File: src/rtl/inst_fetch_ctrl.sv
// Instruction fetch controller: owns the PC, addresses the zero-latency ROM and fills the IF/ID register.
// Optional feature macro: FETCH_PERF_CNT_EN adds the RedirectCnt/StallCnt performance counters.
module inst_fetch_ctrl #(
  parameter logic [31:0] RESET_PC  = 32'h0000_0000,
  parameter int unsigned ROM_WORDS = 256
) (
  input  logic        clk,
  input  logic        rst,
  input  logic        Stall,
  input  logic        Redirect,
  input  logic [31:0] RedirectPC,
  input  logic        Halt,
  output logic [31:0] RomAddr,
  input  logic [31:0] RomInst,
  output logic [31:0] PC,
  output logic [31:0] IfIdInst,
  output logic [31:0] IfIdPC4,
  output logic        IfIdValid,
  output logic        Halted,
`ifdef FETCH_PERF_CNT_EN
  output logic [15:0] RedirectCnt,
  output logic [15:0] StallCnt,
`endif
  output logic        FetchFault
);

  localparam int unsigned XLEN      = 32;
  localparam int unsigned CNT_W     = 16;
  localparam logic [XLEN-1:0] ROM_LIMIT = XLEN'(ROM_WORDS * 4);

  typedef enum logic [1:0] {
    ST_BOOT  = 2'd0,
    ST_RUN   = 2'd1,
    ST_HALT  = 2'd2,
    ST_FAULT = 2'd3
  } state_t;

  state_t          state, state_nxt;
  logic [XLEN-1:0] pc_nxt, inst_nxt, pc4_nxt;
  logic            valid_nxt, halted_nxt, fault_nxt;
  logic [XLEN-1:0] pc_plus4;
  logic            redirect_bad, advance_bad;
  logic            redirect_acc, stall_cnt_ev;

  // A fetch target must be word aligned and inside the ROM.
  function automatic logic target_bad(input logic [XLEN-1:0] t);
    return (t[1:0] != 2'b00) || (t >= ROM_LIMIT);
  endfunction

  assign RomAddr      = PC;
  assign pc_plus4     = PC + XLEN'(4);
  assign redirect_bad = target_bad(RedirectPC);
  assign advance_bad  = target_bad(pc_plus4);

  always_ff @(posedge clk) begin
    if (rst) begin
      state      <= ST_BOOT;
      PC         <= RESET_PC;
      IfIdInst   <= '0;
      IfIdPC4    <= '0;
      IfIdValid  <= 1'b0;
      Halted     <= 1'b0;
      FetchFault <= 1'b0;
    end else begin
      state      <= state_nxt;
      PC         <= pc_nxt;
      IfIdInst   <= inst_nxt;
      IfIdPC4    <= pc4_nxt;
      IfIdValid  <= valid_nxt;
      Halted     <= halted_nxt;
      FetchFault <= fault_nxt;
    end
  end

  // Next-state and datapath; priority Halt > Redirect > Stall > advance.
  always_comb begin
    state_nxt    = state;
    pc_nxt       = PC;
    inst_nxt     = IfIdInst;
    pc4_nxt      = IfIdPC4;
    valid_nxt    = IfIdValid;
    halted_nxt   = Halted;
    fault_nxt    = FetchFault;
    redirect_acc = 1'b0;
    stall_cnt_ev = 1'b0;

    unique case (state)
      ST_BOOT: begin
        valid_nxt = 1'b0;
        inst_nxt  = '0;
        if (Halt) begin
          state_nxt  = ST_HALT;
          halted_nxt = 1'b1;
        end else if (Redirect) begin
          if (redirect_bad) begin
            state_nxt = ST_FAULT;
            fault_nxt = 1'b1;
          end else begin
            state_nxt    = ST_RUN;
            pc_nxt       = RedirectPC;
            redirect_acc = 1'b1;
          end
        end else begin
          state_nxt = ST_RUN;
        end
      end

      ST_RUN: begin
        if (Halt) begin
          state_nxt  = ST_HALT;
          halted_nxt = 1'b1;
          valid_nxt  = 1'b0;
          inst_nxt   = '0;
        end else if (Redirect) begin
          valid_nxt = 1'b0;
          inst_nxt  = '0;
          if (redirect_bad) begin
            state_nxt = ST_FAULT;
            fault_nxt = 1'b1;
          end else begin
            pc_nxt       = RedirectPC;
            redirect_acc = 1'b1;
          end
        end else if (Stall) begin
          stall_cnt_ev = 1'b1;
        end else if (advance_bad) begin
          state_nxt = ST_FAULT;
          fault_nxt = 1'b1;
          valid_nxt = 1'b0;
          inst_nxt  = '0;
        end else begin
          pc_nxt    = pc_plus4;
          inst_nxt  = RomInst;
          pc4_nxt   = pc_plus4;
          valid_nxt = 1'b1;
        end
      end

      ST_HALT, ST_FAULT: begin
        valid_nxt = 1'b0;
        inst_nxt  = '0;
      end

      default: state_nxt = ST_BOOT;
    endcase
  end

`ifdef FETCH_PERF_CNT_EN
  logic [CNT_W-1:0] redirect_cnt_nxt, stall_cnt_nxt;

  // Saturating event counters; they only move on events seen in BOOT/RUN.
  always_comb begin
    redirect_cnt_nxt = RedirectCnt;
    stall_cnt_nxt    = StallCnt;
    if (redirect_acc && (RedirectCnt != {CNT_W{1'b1}}))
      redirect_cnt_nxt = RedirectCnt + CNT_W'(1);
    if (stall_cnt_ev && (StallCnt != {CNT_W{1'b1}}))
      stall_cnt_nxt = StallCnt + CNT_W'(1);
  end

  always_ff @(posedge clk) begin
    if (rst) begin
      RedirectCnt <= '0;
      StallCnt    <= '0;
    end else begin
      RedirectCnt <= redirect_cnt_nxt;
      StallCnt    <= stall_cnt_nxt;
    end
  end
`else
  logic unused_cnt_ev;
  assign unused_cnt_ev = redirect_acc ^ stall_cnt_ev ^ (CNT_W == 0);
`endif

endmodule
File: config.mk
export PLATFORM = sky130hd
export DESIGN_NAME = inst_fetch_ctrl
export DESIGN_NICKNAME = d
export VERILOG_FILES = /design/src/rtl/inst_fetch_ctrl.sv
export SDC_FILE = /design/constraint.sdc
export NUM_CORES = 1
export LEC_CHECK = 0
export ABC_AREA = 1
export CAP_MARGIN = 20
export CELL_PAD_IN_SITES_DETAIL_PLACEMENT = 1
export CELL_PAD_IN_SITES_GLOBAL_PLACEMENT = 1
export CORE_AREA = 2 2 137 139
export DETAILED_ROUTE_END_ITERATION = 10
export DIE_AREA = 0 0 139 141
export MAX_ROUTING_LAYER = met4
export PLACE_DENSITY = 0.8
export SLEW_MARGIN = 30
export SYNTH_ARGS = -nofsm -noshare
export SYNTH_HDL_FRONTEND = slang
export SYNTH_SLANG_ARGS = --single-unit
File: constraint.sdc
create_clock -name clk -period 3 [get_ports clk]
set_clock_uncertainty 0.05 [all_clocks]
set_input_delay 0.3 -clock clk [delete_from_list [all_inputs] [get_ports clk]]
set_output_delay 0.3 -clock clk [all_outputs]
set_load 0.01 [all_outputs]
==> results_dict.tcl <==
set metrics [dict create \
    antenna_cells 0 \
    crit_path_max_fanout 34 \
    hold_class "reg2reg" \
    hold_viol 0 \
    crit_top_cell "nand2_1" \
    grt_pass1_wl_mm 33.1 \
    io_pins 200 \
    h-tree-depth 3 \
    synth_fp_nets 909 \
    yosys.area_share.adder_pct 0.453 \
    timing.final.crit_share_pct 90.2 \
    rsz0062_at_grt "false" \
    place_inst 1222 \
    wl_per_cell_um 16.4 \
    cp_cell_sequence "nand2_1 > nor2_1 > nand2_1 > nor2_1 > nand2_1 > nand2_1 > nand2_1 > nor3_4 > nand3_1 > nand2_2 > buf_12 > nand3_1 > nand2_1 > nor2_1" \
    fin_crit_ps 2710 \
    crit_type "reg2reg" \
    path_clk_slew_ps 80 \
    most-common-layout-cells "nand2_1, clkdlybuf4s50_1, nor2_1" \
    maxSlewViolCount 0 \
    synth.distinct_cells 34 \
    cts_buffer_depth 2 \
    yosys.area_share.simple_pct 39.4 \
    synth_edf_count 0 \
    p_per_area_mw_per_mm2 433 \
    grt-ovfl-total 0 \
    vdd_drop_max_uv 292 \
    stdcell_count 1238 \
    portBuffers 199 \
    syn_inst 838 \
    cp-end-kind "register" \
    drt.antenna.violating_nets 0 \
    pwr-share-clk_pct 35.3 \
    max_cap_violations 0 \
    row_count 50 \
    cts_hold_buf 0 \
    start_util_pct 30.3 \
    r2r_cells 14 \
    p_comb_share_pct 22.2 \
    regToRegSetupSlack_ps 290 \
    synthMuxAreaShare_pct 0 \
    holdCritStartpoint "IfIdPC4[23]" \
    syn_area_mm2 0.00553 \
    setup_viol 0 \
    insertion_delay_ps 370 \
    synth_top_family_by_area "simple AND/OR/NAND/NOR gates" \
    area_growth_pct 42.6 \
    cts_tree "built" \
    yosys_warnings 0 \
    fp.dieW_um 139 \
    postSynthAreaPerCell_um2 6.59 \
    ys_seq_elements 101 \
    regArea_mm2 0.00202 \
    multiInputGateArea_mm2 0.00282 \
    firstDrtPassIters 4 \
    drc 0 \
    async_flop_share_pct 0 \
    hold_path_depth 2 \
    fin_nets 1070 \
    whs_endpoint "IfIdPC4[23]" \
    tns_ps 0 \
    die_y_um 141 \
    worst_pin_slew_ps 629 \
    critPathSlowestCell "dfxtp_1" \
    leakagePower_nw 3.02 \
    worst_setup_path_start_kind "register" \
    drt_iter0_markers 280 \
    p_seq_share_pct 42.5 \
    drive_gt1_share_pct 7.17 \
    grt_usage_pct 21.6 \
    grt_max_degree 60 \
    fillers 2320 \
    core_area_mm2 0.0183 \
    numCtsBuffers 9 \
    totalWireLength_mm 20.3 \
    synth_compound_area_share_pct 9.33 \
    num_vias 6054 \
    p_sw_mw 1.08 \
    synthFlopType "dfxtp_1" \
    die_area_mm2 0.0196 \
    worst_ep_required_time_ps 3210 \
    cp_top_family "simple AND/OR/NAND/NOR gates" \
    synthXorXnorAreaFrac_pct 1.43 \
    intPower_mw 2.33 \
    globalplace.congestion 0.868 \
    r2r_start "PC[13]" \
    postCtsSetupRepairBufs 0 \
    clock-sinks 101 \
    antenna_found_initial 0 \
    worstPathArrival_ps 2910 \
    relSlewSlack_pct 58.1 \
    grt_pass1_vias 6235 \
    path_buf_inv 1 \
    p_sw_share_pct 31.7 \
    timing.fmax_ghz 0.370 \
    max_stage_delay_ps 500 \
    dp_hpwl_mm 15.0 \
    vias_per_cell 4.89 \
    root_buffer "clkbuf_16" \
    outcome "finished, final reports clean" \
    ys_seq_area_share_pct 36.6 \
    final_common_cell "nand2_1" \
    worstReg2RegEnd "PC[5]" \
]
-- registers in the layout, indices dropped and copies added (netlist names) --
register,flops
IfIdValid,1
IfIdInst,32
PC,32
FetchFault,1
IfIdPC4,32
Halted,1
state,2
-- per-layer routing --
layer	vias to the layer above	part of all wire [%]	routed length, um	global-route usage (%)
met5	-	0	0	-
met4	0	2.5	510	8.40
met3	33	4.0	811	3.13
met2	151	48	9670	35.0
met1	2865	46	9340	27.4
li1	3005	-	-	-
-- layout make-up --
cell class	count	share of cell area, %
repair buffers	224	28.0
clock inverters	7	1.02
multi-input cells	600	35.8
inverters	63	3.00
clock buffers	9	2.86
well taps	234	3.72
flip-flops and latches	101	25.7
-- power groups by stage --
stage / combinational (mW) / clock [mW] / sequential (mW)
5_1_grt: 0.837 / 1.29 / 1.46
2_1_floorplan: 0.432 / 0 / 1.48
3_5_place_dp: 0.756 / 0 / 1.48
6_report: 0.757 / 1.20 / 1.45
3_3_place_gp: 0.749 / 0 / 1.48
4_1_cts: 0.762 / 1.24 / 1.45
-- worst max path at each step --
| stage | startpoint | endpoint | cells after the start |
|---|---|---|---|
| after floorplan | PC[3] | PC[4] | 14 |
| after detailed placement | Redirect | PC[14] | 9 |
| after CTS | PC[10] | IfIdPC4[4] | 15 |
| final | PC[13] | PC[5] | 14 |
| after global routing | PC[10] | FetchFault | 14 |
| after global placement | PC[5] | IfIdPC4[6] | 13 |
-- cells by family after synthesis --
group | Yosys count
flip-flops | 101
adder cells (fa/ha/maj) | 2
XOR/XNOR | 9
AO/OA/AOI/OAI | 94
buffers and inverters | 137
AND/OR/NAND/NOR | 495
-- worst reg2reg max path, cell delays in order (launching register included) --
cell and delay [ps]:
dfxtp_1 500, nand2_1 190, nor2_1 260, nand2_1 190, nor2_1 160, nand2_1 70
nand2_1 60, nand2_1 120, nor3_4 260, nand3_1 130, nand2_2 150, buf_12 220
nand3_1 110, nand2_1 90, nor2_1 50
-- cells in the mapped netlist (6+ instances only) --
| master | number | area share, % |
|---|---|---|
| nand4_1 | 41 | 4.6 |
| nand3_2 | 6 | 1.1 |
| o21ai_0 | 9 | 0.81 |
| nor2_2 | 8 | 0.91 |
| xor2_1 | 7 | 1.1 |
| nand3b_1 | 7 | 0.95 |
| o221ai_1 | 9 | 1.4 |
| nand3_1 | 49 | 4.4 |
| inv_1 | 57 | 3.9 |
| clkbuf_1 | 21 | 1.4 |
| nor3_1 | 6 | 0.54 |
| buf_2 | 7 | 0.63 |
| nor2_1 | 139 | 9.4 |
| dfxtp_1 | 101 | 37 |
| buf_4 | 39 | 5.3 |
| nand2_1 | 228 | 15 |
| a21oi_1 | 69 | 6.2 |
-- timing repair --
| item | CTS | global route |
|---|---|---|
| hold endpoints to repair | 0 | 0 |
| gates resized for setup | 0 | 3 |
| setup endpoints to repair | 0 | 8 |
-- through the flow --
stage,hold slack (ps),area (um^2),power (mW),utilization [%],setup WS (ps)
5_1_grt,412,7880,3.59,43.1,41.3
2_1_floorplan,401,5530,1.91,-,651
4_1_cts,392,7870,3.45,43.1,213
6_report,390,7880,3.41,43.1,294
3_5_place_dp,379,7560,2.24,41.4,269
3_3_place_gp,375,7560,2.23,41.4,319
Power figures use the tool's default switching activity.
